[src/rtl/lc3b_types.sv]
// Shared LC-3b types: opcodes, ALU operations, control FSM states and
// datapath mux select encodings.
package lc3b_types;

   localparam int unsigned OPCODE_W = 4;
   localparam int unsigned ALUOP_W  = 3;
   localparam int unsigned STATE_W  = 4;
   localparam int unsigned SEL_W    = 2;
   localparam int unsigned MBE_W    = 2;

   typedef enum logic [OPCODE_W-1:0] {
      op_br   = 4'b0000,
      op_add  = 4'b0001,
      op_ldb  = 4'b0010,
      op_stb  = 4'b0011,
      op_jsr  = 4'b0100,
      op_and  = 4'b0101,
      op_ldr  = 4'b0110,
      op_str  = 4'b0111,
      op_rti  = 4'b1000,
      op_not  = 4'b1001,
      op_ldi  = 4'b1010,
      op_sti  = 4'b1011,
      op_jmp  = 4'b1100,
      op_shf  = 4'b1101,
      op_lea  = 4'b1110,
      op_trap = 4'b1111
   } lc3b_opcode;

   typedef enum logic [ALUOP_W-1:0] {
      alu_add  = 3'd0,
      alu_and  = 3'd1,
      alu_not  = 3'd2,
      alu_pass = 3'd3,
      alu_sll  = 3'd4,
      alu_srl  = 3'd5,
      alu_sra  = 3'd6
   } lc3b_aluop;

   typedef enum logic [STATE_W-1:0] {
      s_fetch1    = 4'd0,
      s_fetch2    = 4'd1,
      s_fetch3    = 4'd2,
      s_decode    = 4'd3,
      s_alu       = 4'd4,
      s_shf       = 4'd5,
      s_br        = 4'd6,
      s_br_taken  = 4'd7,
      s_jmp       = 4'd8,
      s_jsr       = 4'd9,
      s_lea       = 4'd10,
      s_calc_addr = 4'd11,
      s_ld_mem    = 4'd12,
      s_ld_wb     = 4'd13,
      s_st_mdr    = 4'd14,
      s_st_mem    = 4'd15
   } lc3b_state;

   // Datapath mux select encodings
   localparam logic [SEL_W-1:0] PCMUX_PLUS2     = 2'd0;
   localparam logic [SEL_W-1:0] PCMUX_BR        = 2'd1;
   localparam logic [SEL_W-1:0] PCMUX_SR1       = 2'd2;
   localparam logic [SEL_W-1:0] PCMUX_OFF11     = 2'd3;

   localparam logic [SEL_W-1:0] ALUMUX_SR2      = 2'd0;
   localparam logic [SEL_W-1:0] ALUMUX_ADJ6     = 2'd1;
   localparam logic [SEL_W-1:0] ALUMUX_IMM4     = 2'd2;

   localparam logic [SEL_W-1:0] REGFILEMUX_ALU  = 2'd0;
   localparam logic [SEL_W-1:0] REGFILEMUX_MDR  = 2'd1;
   localparam logic [SEL_W-1:0] REGFILEMUX_LEA  = 2'd2;
   localparam logic [SEL_W-1:0] REGFILEMUX_PC   = 2'd3;

   localparam logic [SEL_W-1:0] MARMUX_ALU      = 2'd0;
   localparam logic [SEL_W-1:0] MARMUX_PC       = 2'd1;

   localparam logic STOREMUX_SR1  = 1'b0;
   localparam logic STOREMUX_DEST = 1'b1;
   localparam logic MDRMUX_ALU    = 1'b0;
   localparam logic MDRMUX_MEM    = 1'b1;
   localparam logic ADJMUX_WORD   = 1'b0;
   localparam logic ADJMUX_BYTE   = 1'b1;

endpackage

[src/rtl/control.sv]
// LC-3b multicycle control unit: Moore FSM whose outputs are decoded from the
// current state and IR fields.
module control
   import lc3b_types::*;
(
   input  logic             clk,
   input  logic             reset,
   input  lc3b_opcode       opcode,
   input  logic             branch_enable,
   input  logic             imm,
   input  logic             bit11,
   input  logic             bit4,
   input  logic             addr_lsb,
   input  logic             mem_resp,
   output logic             load_pc,
   output logic             load_ir,
   output logic             load_regfile,
   output logic             load_mar,
   output logic             load_mdr,
   output logic             load_cc,
   output logic             mask_enable,
   output logic             truncate,
   output logic             shift,
   output logic [SEL_W-1:0] pcmux_sel,
   output logic [SEL_W-1:0] alumux_sel,
   output logic [SEL_W-1:0] regfilemux_sel,
   output logic [SEL_W-1:0] marmux_sel,
   output logic             storemux_sel,
   output logic             mdrmux_sel,
   output logic             adjmux_sel,
   output lc3b_aluop        aluop,
   output lc3b_aluop        aluop_imm,
   output logic             mem_read,
   output logic             mem_write,
   output logic [MBE_W-1:0] mem_byte_enable
);

   lc3b_state r_state;
   lc3b_state w_next_state;
   logic      w_byte_op;

   assign w_byte_op = (opcode == op_ldb) || (opcode == op_stb);

   always_ff @(posedge clk) begin
      if (reset) r_state <= s_fetch1;
      else       r_state <= w_next_state;
   end

   // Output decode
   always_comb begin
      load_pc         = 1'b0;
      load_ir         = 1'b0;
      load_regfile    = 1'b0;
      load_mar        = 1'b0;
      load_mdr        = 1'b0;
      load_cc         = 1'b0;
      mask_enable     = 1'b0;
      truncate        = 1'b0;
      shift           = 1'b0;
      pcmux_sel       = PCMUX_PLUS2;
      alumux_sel      = ALUMUX_SR2;
      regfilemux_sel  = REGFILEMUX_ALU;
      marmux_sel      = MARMUX_ALU;
      storemux_sel    = STOREMUX_SR1;
      mdrmux_sel      = MDRMUX_ALU;
      adjmux_sel      = ADJMUX_WORD;
      aluop           = alu_pass;
      aluop_imm       = alu_pass;
      mem_read        = 1'b0;
      mem_write       = 1'b0;
      mem_byte_enable = 2'b11;
      case (r_state)
         s_fetch1: begin
            marmux_sel = MARMUX_PC;
            load_mar   = 1'b1;
            pcmux_sel  = PCMUX_PLUS2;
            load_pc    = 1'b1;
         end
         s_fetch2: begin
            mem_read   = 1'b1;
            mdrmux_sel = MDRMUX_MEM;
            load_mdr   = 1'b1;
         end
         s_fetch3: load_ir = 1'b1;
         s_alu: begin
            storemux_sel   = STOREMUX_SR1;
            alumux_sel     = ALUMUX_SR2;
            regfilemux_sel = REGFILEMUX_ALU;
            load_regfile   = 1'b1;
            load_cc        = 1'b1;
            if (opcode == op_not)     aluop     = alu_not;
            else if (opcode == op_and) begin
               if (imm) aluop_imm = alu_and;
               else     aluop     = alu_and;
            end else begin
               if (imm) aluop_imm = alu_add;
               else     aluop     = alu_add;
            end
         end
         s_shf: begin
            alumux_sel   = ALUMUX_IMM4;
            aluop        = !bit4 ? alu_sll : (imm ? alu_sra : alu_srl);
            load_regfile = 1'b1;
            load_cc      = 1'b1;
         end
         s_br_taken: begin
            pcmux_sel = PCMUX_BR;
            load_pc   = 1'b1;
         end
         s_jmp: begin
            pcmux_sel = PCMUX_SR1;
            load_pc   = 1'b1;
         end
         s_jsr: begin
            regfilemux_sel = REGFILEMUX_PC;
            load_regfile   = 1'b1;
            pcmux_sel      = bit11 ? PCMUX_OFF11 : PCMUX_SR1;
            load_pc        = 1'b1;
         end
         s_lea: begin
            regfilemux_sel = REGFILEMUX_LEA;
            load_regfile   = 1'b1;
            load_cc        = 1'b1;
         end
         s_calc_addr: begin
            alumux_sel = ALUMUX_ADJ6;
            aluop      = alu_add;
            marmux_sel = MARMUX_ALU;
            load_mar   = 1'b1;
            adjmux_sel = w_byte_op ? ADJMUX_BYTE : ADJMUX_WORD;
            truncate   = !w_byte_op;
         end
         s_ld_mem: begin
            mem_read   = 1'b1;
            mdrmux_sel = MDRMUX_MEM;
            load_mdr   = 1'b1;
         end
         s_ld_wb: begin
            regfilemux_sel = REGFILEMUX_MDR;
            load_regfile   = 1'b1;
            load_cc        = 1'b1;
            mask_enable    = (opcode == op_ldb);
         end
         s_st_mdr: begin
            storemux_sel = STOREMUX_DEST;
            aluop        = alu_pass;
            mdrmux_sel   = MDRMUX_ALU;
            load_mdr     = 1'b1;
            shift        = (opcode == op_stb);
         end
         s_st_mem: begin
            mem_write = 1'b1;
            if (opcode == op_stb) mem_byte_enable = addr_lsb ? 2'b10 : 2'b01;
         end
         default: ;
      endcase
   end

   // Next-state logic; mem_resp only matters in the three wait states
   always_comb begin
      w_next_state = r_state;
      case (r_state)
         s_fetch1: w_next_state = s_fetch2;
         s_fetch2: if (mem_resp) w_next_state = s_fetch3;
         s_fetch3: w_next_state = s_decode;
         s_decode: begin
            case (opcode)
               op_add, op_and, op_not:        w_next_state = s_alu;
               op_shf:                        w_next_state = s_shf;
               op_br:                         w_next_state = s_br;
               op_jmp:                        w_next_state = s_jmp;
               op_jsr:                        w_next_state = s_jsr;
               op_lea:                        w_next_state = s_lea;
               op_ldr, op_ldb, op_str, op_stb: w_next_state = s_calc_addr;
               default:                       w_next_state = s_fetch1;
            endcase
         end
         s_br:        w_next_state = branch_enable ? s_br_taken : s_fetch1;
         s_calc_addr: w_next_state = ((opcode == op_ldr) || (opcode == op_ldb)) ? s_ld_mem : s_st_mdr;
         s_ld_mem:    if (mem_resp) w_next_state = s_ld_wb;
         s_st_mdr:    w_next_state = s_st_mem;
         s_st_mem:    if (mem_resp) w_next_state = s_fetch1;
         default:     w_next_state = s_fetch1;
      endcase
   end

endmodule

[config.mk]
export PLATFORM = sky130hd
export DESIGN_NAME = control
export DESIGN_NICKNAME = d
export VERILOG_FILES = /design/src/rtl/lc3b_types.sv /design/src/rtl/control.sv
export SDC_FILE = /design/constraint.sdc
export NUM_CORES = 1
export LEC_CHECK = 0
export ABC_AREA = 0
export BUFFER_PORTS_ARGS = -buffer_cell sky130_fd_sc_hd__buf_2
export CORE_MARGIN = 8
export CORE_UTILIZATION = 35
export CTS_CLUSTER_SIZE = 30
export DETAILED_ROUTE_END_ITERATION = 12
export SKIP_LAST_GASP = 1
export SYNTH_ARGS = -nofsm -noshare
export SYNTH_HDL_FRONTEND = slang
export SYNTH_SLANG_ARGS = --single-unit
[constraint.sdc]
create_clock -name clk -period 2.45 [get_ports clk]
set_clock_uncertainty 0.05 [all_clocks]
set_input_delay 0.1225 -clock clk [delete_from_list [all_inputs] [get_ports clk]]
set_output_delay 0.1225 -clock clk [all_outputs]
set_load 0.05 [all_outputs]
==> metrics.md <==
| Metric | Value |
|---|---|
| Status | finished clean |
| Ports | 42 |
| Final Cycle Share | around 90% |
| Slowest cell on crit path | dfxtp_1 |
| Largest register FFs | 4 |
| Worst setup EP type | primary output |
| Gr usage total | 11.8% |
| Vias | between 900 and 1000 |
| HP Class | primary input to flop |
| Seq/Total Area, Yosys | ~9.7% |
| Top Registers | r_state (4) |
| Ys async rst share | 0% |
| Metal-1 WL | between 1000 and 1500 µm |
| Main flop type after synthesis | dfxtp_1 |
| Most frequent cells in the layout | buf_2 (39), nor2_1 (15), nand2_1 (13) |
| Comb pwr share | between 70% and 80% |
| Hold Fails Final Rpt | 0 |
| Cts hold-fix bufs | 0 |
| RSZ-0062 raised after global routing | false |
| Dpl ws | ~0.58 ns |
| Clk slew on worst S/H paths | 0.04 ns |
| Switching power | 0.571 mW |
| Clk sinks | 4 |
| Slowest cell delay on critical path | 0.76 ns |
| Root buf cell | clkbuf_4 |
| Ys Warns | 0 |
| Post-cts sizing count | 0 |
| DP HPWL | slightly above 2000 µm |
| Initial DRT Pass Iterations | 4 |
| Final Net Count | approximately 170 |
| DRT Wirelength | roughly 2600 µm |
| Synth unique cells | between 40 and 50 |
| Startpoint Class | flop |
| Post-CTS Setup Repair Bufs | 0 |
| DR WL met2 | between 1000 and 1500 µm |
| CP arrival | between 1.5 and 2 ns |
| Clk buf depth | 2 |
| CTS Buf Count | 3 |
| Highest routed layer | met4 |
| Met3 Wirelength | ~140 µm |
| H-tree levels | 1 |
| Post-synthesis cell count | ~120 |
| Setup ws final | 0.290 ns |
| Reg power frac | between 10% and 20% |
| Slew Viols, Final | 0 |
| Post-synth EDFFs | 0 |
| Antenna violations before repair | 0 |
| Clock share of power | approximately 9.0% |
| Port Buffers | 39 |
| Mapped Avg Cell Area | about 6.9 µm² |
| Top reg by flops | r_state |
| DIE HEIGHT | between 60 and 70 µm |
| # setup viols final | 0 |
| Synth Register Bits | 4 |
| Post-route DRC violation count | 0 |
| DR vias/cell | 5.51 |
| Clk_lat worst skew | roughly 0.23 ns |
| # Max-Cap Violations | 0 |
| Inst Count DP | roughly 180 |
| Tot Pwr | 0.908 mW |
| DRT antenna net count | 0 |
| GPL Wtd Cong | between 0.8 and 0.9 |
| CP delay by family, top | flip-flops |
| Pleak | 0.473 nW |
| FMAX | between 0.4 and 0.5 GHz |
| Layout cells sized above 1 | 36.2% |
| Synthesized area | 825 µm² |
| Max IR drop VDD | 0.423 mV |
| Row Count | 17 |
| Vias in the first global route | between 900 and 1000 |
| Slew @ Worst Pin | between 0.7 and 0.8 ns |
| Fin Hold WS | about 0.07 ns |
| Starting Density | 37.3% |
| CTS tree | built |
| Int Power | roughly 0.34 mW |
| Setup CP Type | flop to primary output |
| Area Overhead vs Synth | 22.5% |
| Grt ovf | 0 |
| Crit-path cells | nand2b_1 -> nor2_1 -> a31oi_1 -> o21ai_1 -> buf_2 |
| DIE AREA | 4160 µm² |
| Die width | approximately 65 µm |
| Worst Path Max Fanout | 20 |
| Setup tns final | 0 ns |
| Pin count of the biggest net entering global routing | 21 |
| Initial drt markers | 35 |
| WP buf/inv | 1 |
| Minimum clock period | roughly 2.2 ns |
| Power Dens Cells | around 900 nW/µm² |
| Commonest non-fill, non-tap cell in the layout | buf_2 |
| Critical Path RT | 2.28 ns |
| Post-Layout Cell Count | 180 |
| Wire length per cell | 14.2 µm |
| First-pass GRT wire length | about 4200 µm |
| Switch share | 62.9% |
| Core area | ~2200 µm² |
| Slew headroom | 52.8% |
| Antenna Cells | 0 |
==> final timing paths <==
path              startpoint          to  slack, ns  depth (start not counted)
hold / removal         reset  r_state[1]       0.07                          2
hold reg to reg   r_state[0]  r_state[3]       0.77                          2
setup / recovery  r_state[1]    aluop[0]       0.29                          5
setup reg to reg  r_state[0]  r_state[1]       0.59                          4
==> final cells by class <==
class / count / area, µm²
clock buffers: 3 / 22.5
fillers: 247 / 1200
inverters: 5 / 23.8
multi-input cells: 100 / 646
flip-flops and latches: 4 / 80.1
well taps: 28 / 35.0
repair buffers: 40 / 203
==> cell families after synthesis <==
group	Yosys count	share of synthesized area [%]
flops	4	9.71
simple gates	61	41.7
other cells	1	0.455
mux	3	3.64
compound gates	33	30.3
xor+xnor	1	1.06
buf+inv	16	13.0
==> routing by layer <==
metal  GRT usage [%]  vias to the layer above
li1                -                      485
met1            14.7                      463
met2            19.3                       38
met3            2.58                        5
met4            4.36                        0
met5               0                        -
==> power groups by stage <==
stage / clock, mW / sequential, mW / combinational, mW
final: 0.0814 / 0.175 / 0.652
after global routing: 0.0856 / 0.188 / 0.690
after global placement: 0 / 0.170 / 0.648
after detailed placement: 0 / 0.173 / 0.654
after floorplan: 0 / 0.0948 / 0.639
after CTS: 0.0814 / 0.173 / 0.656
==> per-stage QoR <==
step	util [%]	cell area [µm²]
after global routing	45.6	1010
after CTS	45.6	1010
after floorplan	-	833
after detailed placement	44.6	987
after global placement	44.6	987
final	45.6	1010
==> synthesized netlist by cell type, drive strengths merged, types with 3 or more instances <==
cell	count	area [µm²]
nor2	15	56.3
nand2	14	60.1
buf	11	83.8
nand2b	10	70.1
o21ai	7	35.0
a21oi	6	33.8
nor3	6	30.0
dfxtp	4	80.1
inv	4	15.0
or2	4	27.5
a21o	3	22.5
mux2i	3	30.0
nand3	3	15.0
==> worst reg2reg max path, cell delays in order, from the launching register on <==
cell and delay, ns:
dfxtp_1 0.77, inv_1 0.27, a21o_1 0.24, a221oi_2 0.33
a211oi_2 0.07
No activity file was read; power rests on OpenSTA's default activity.
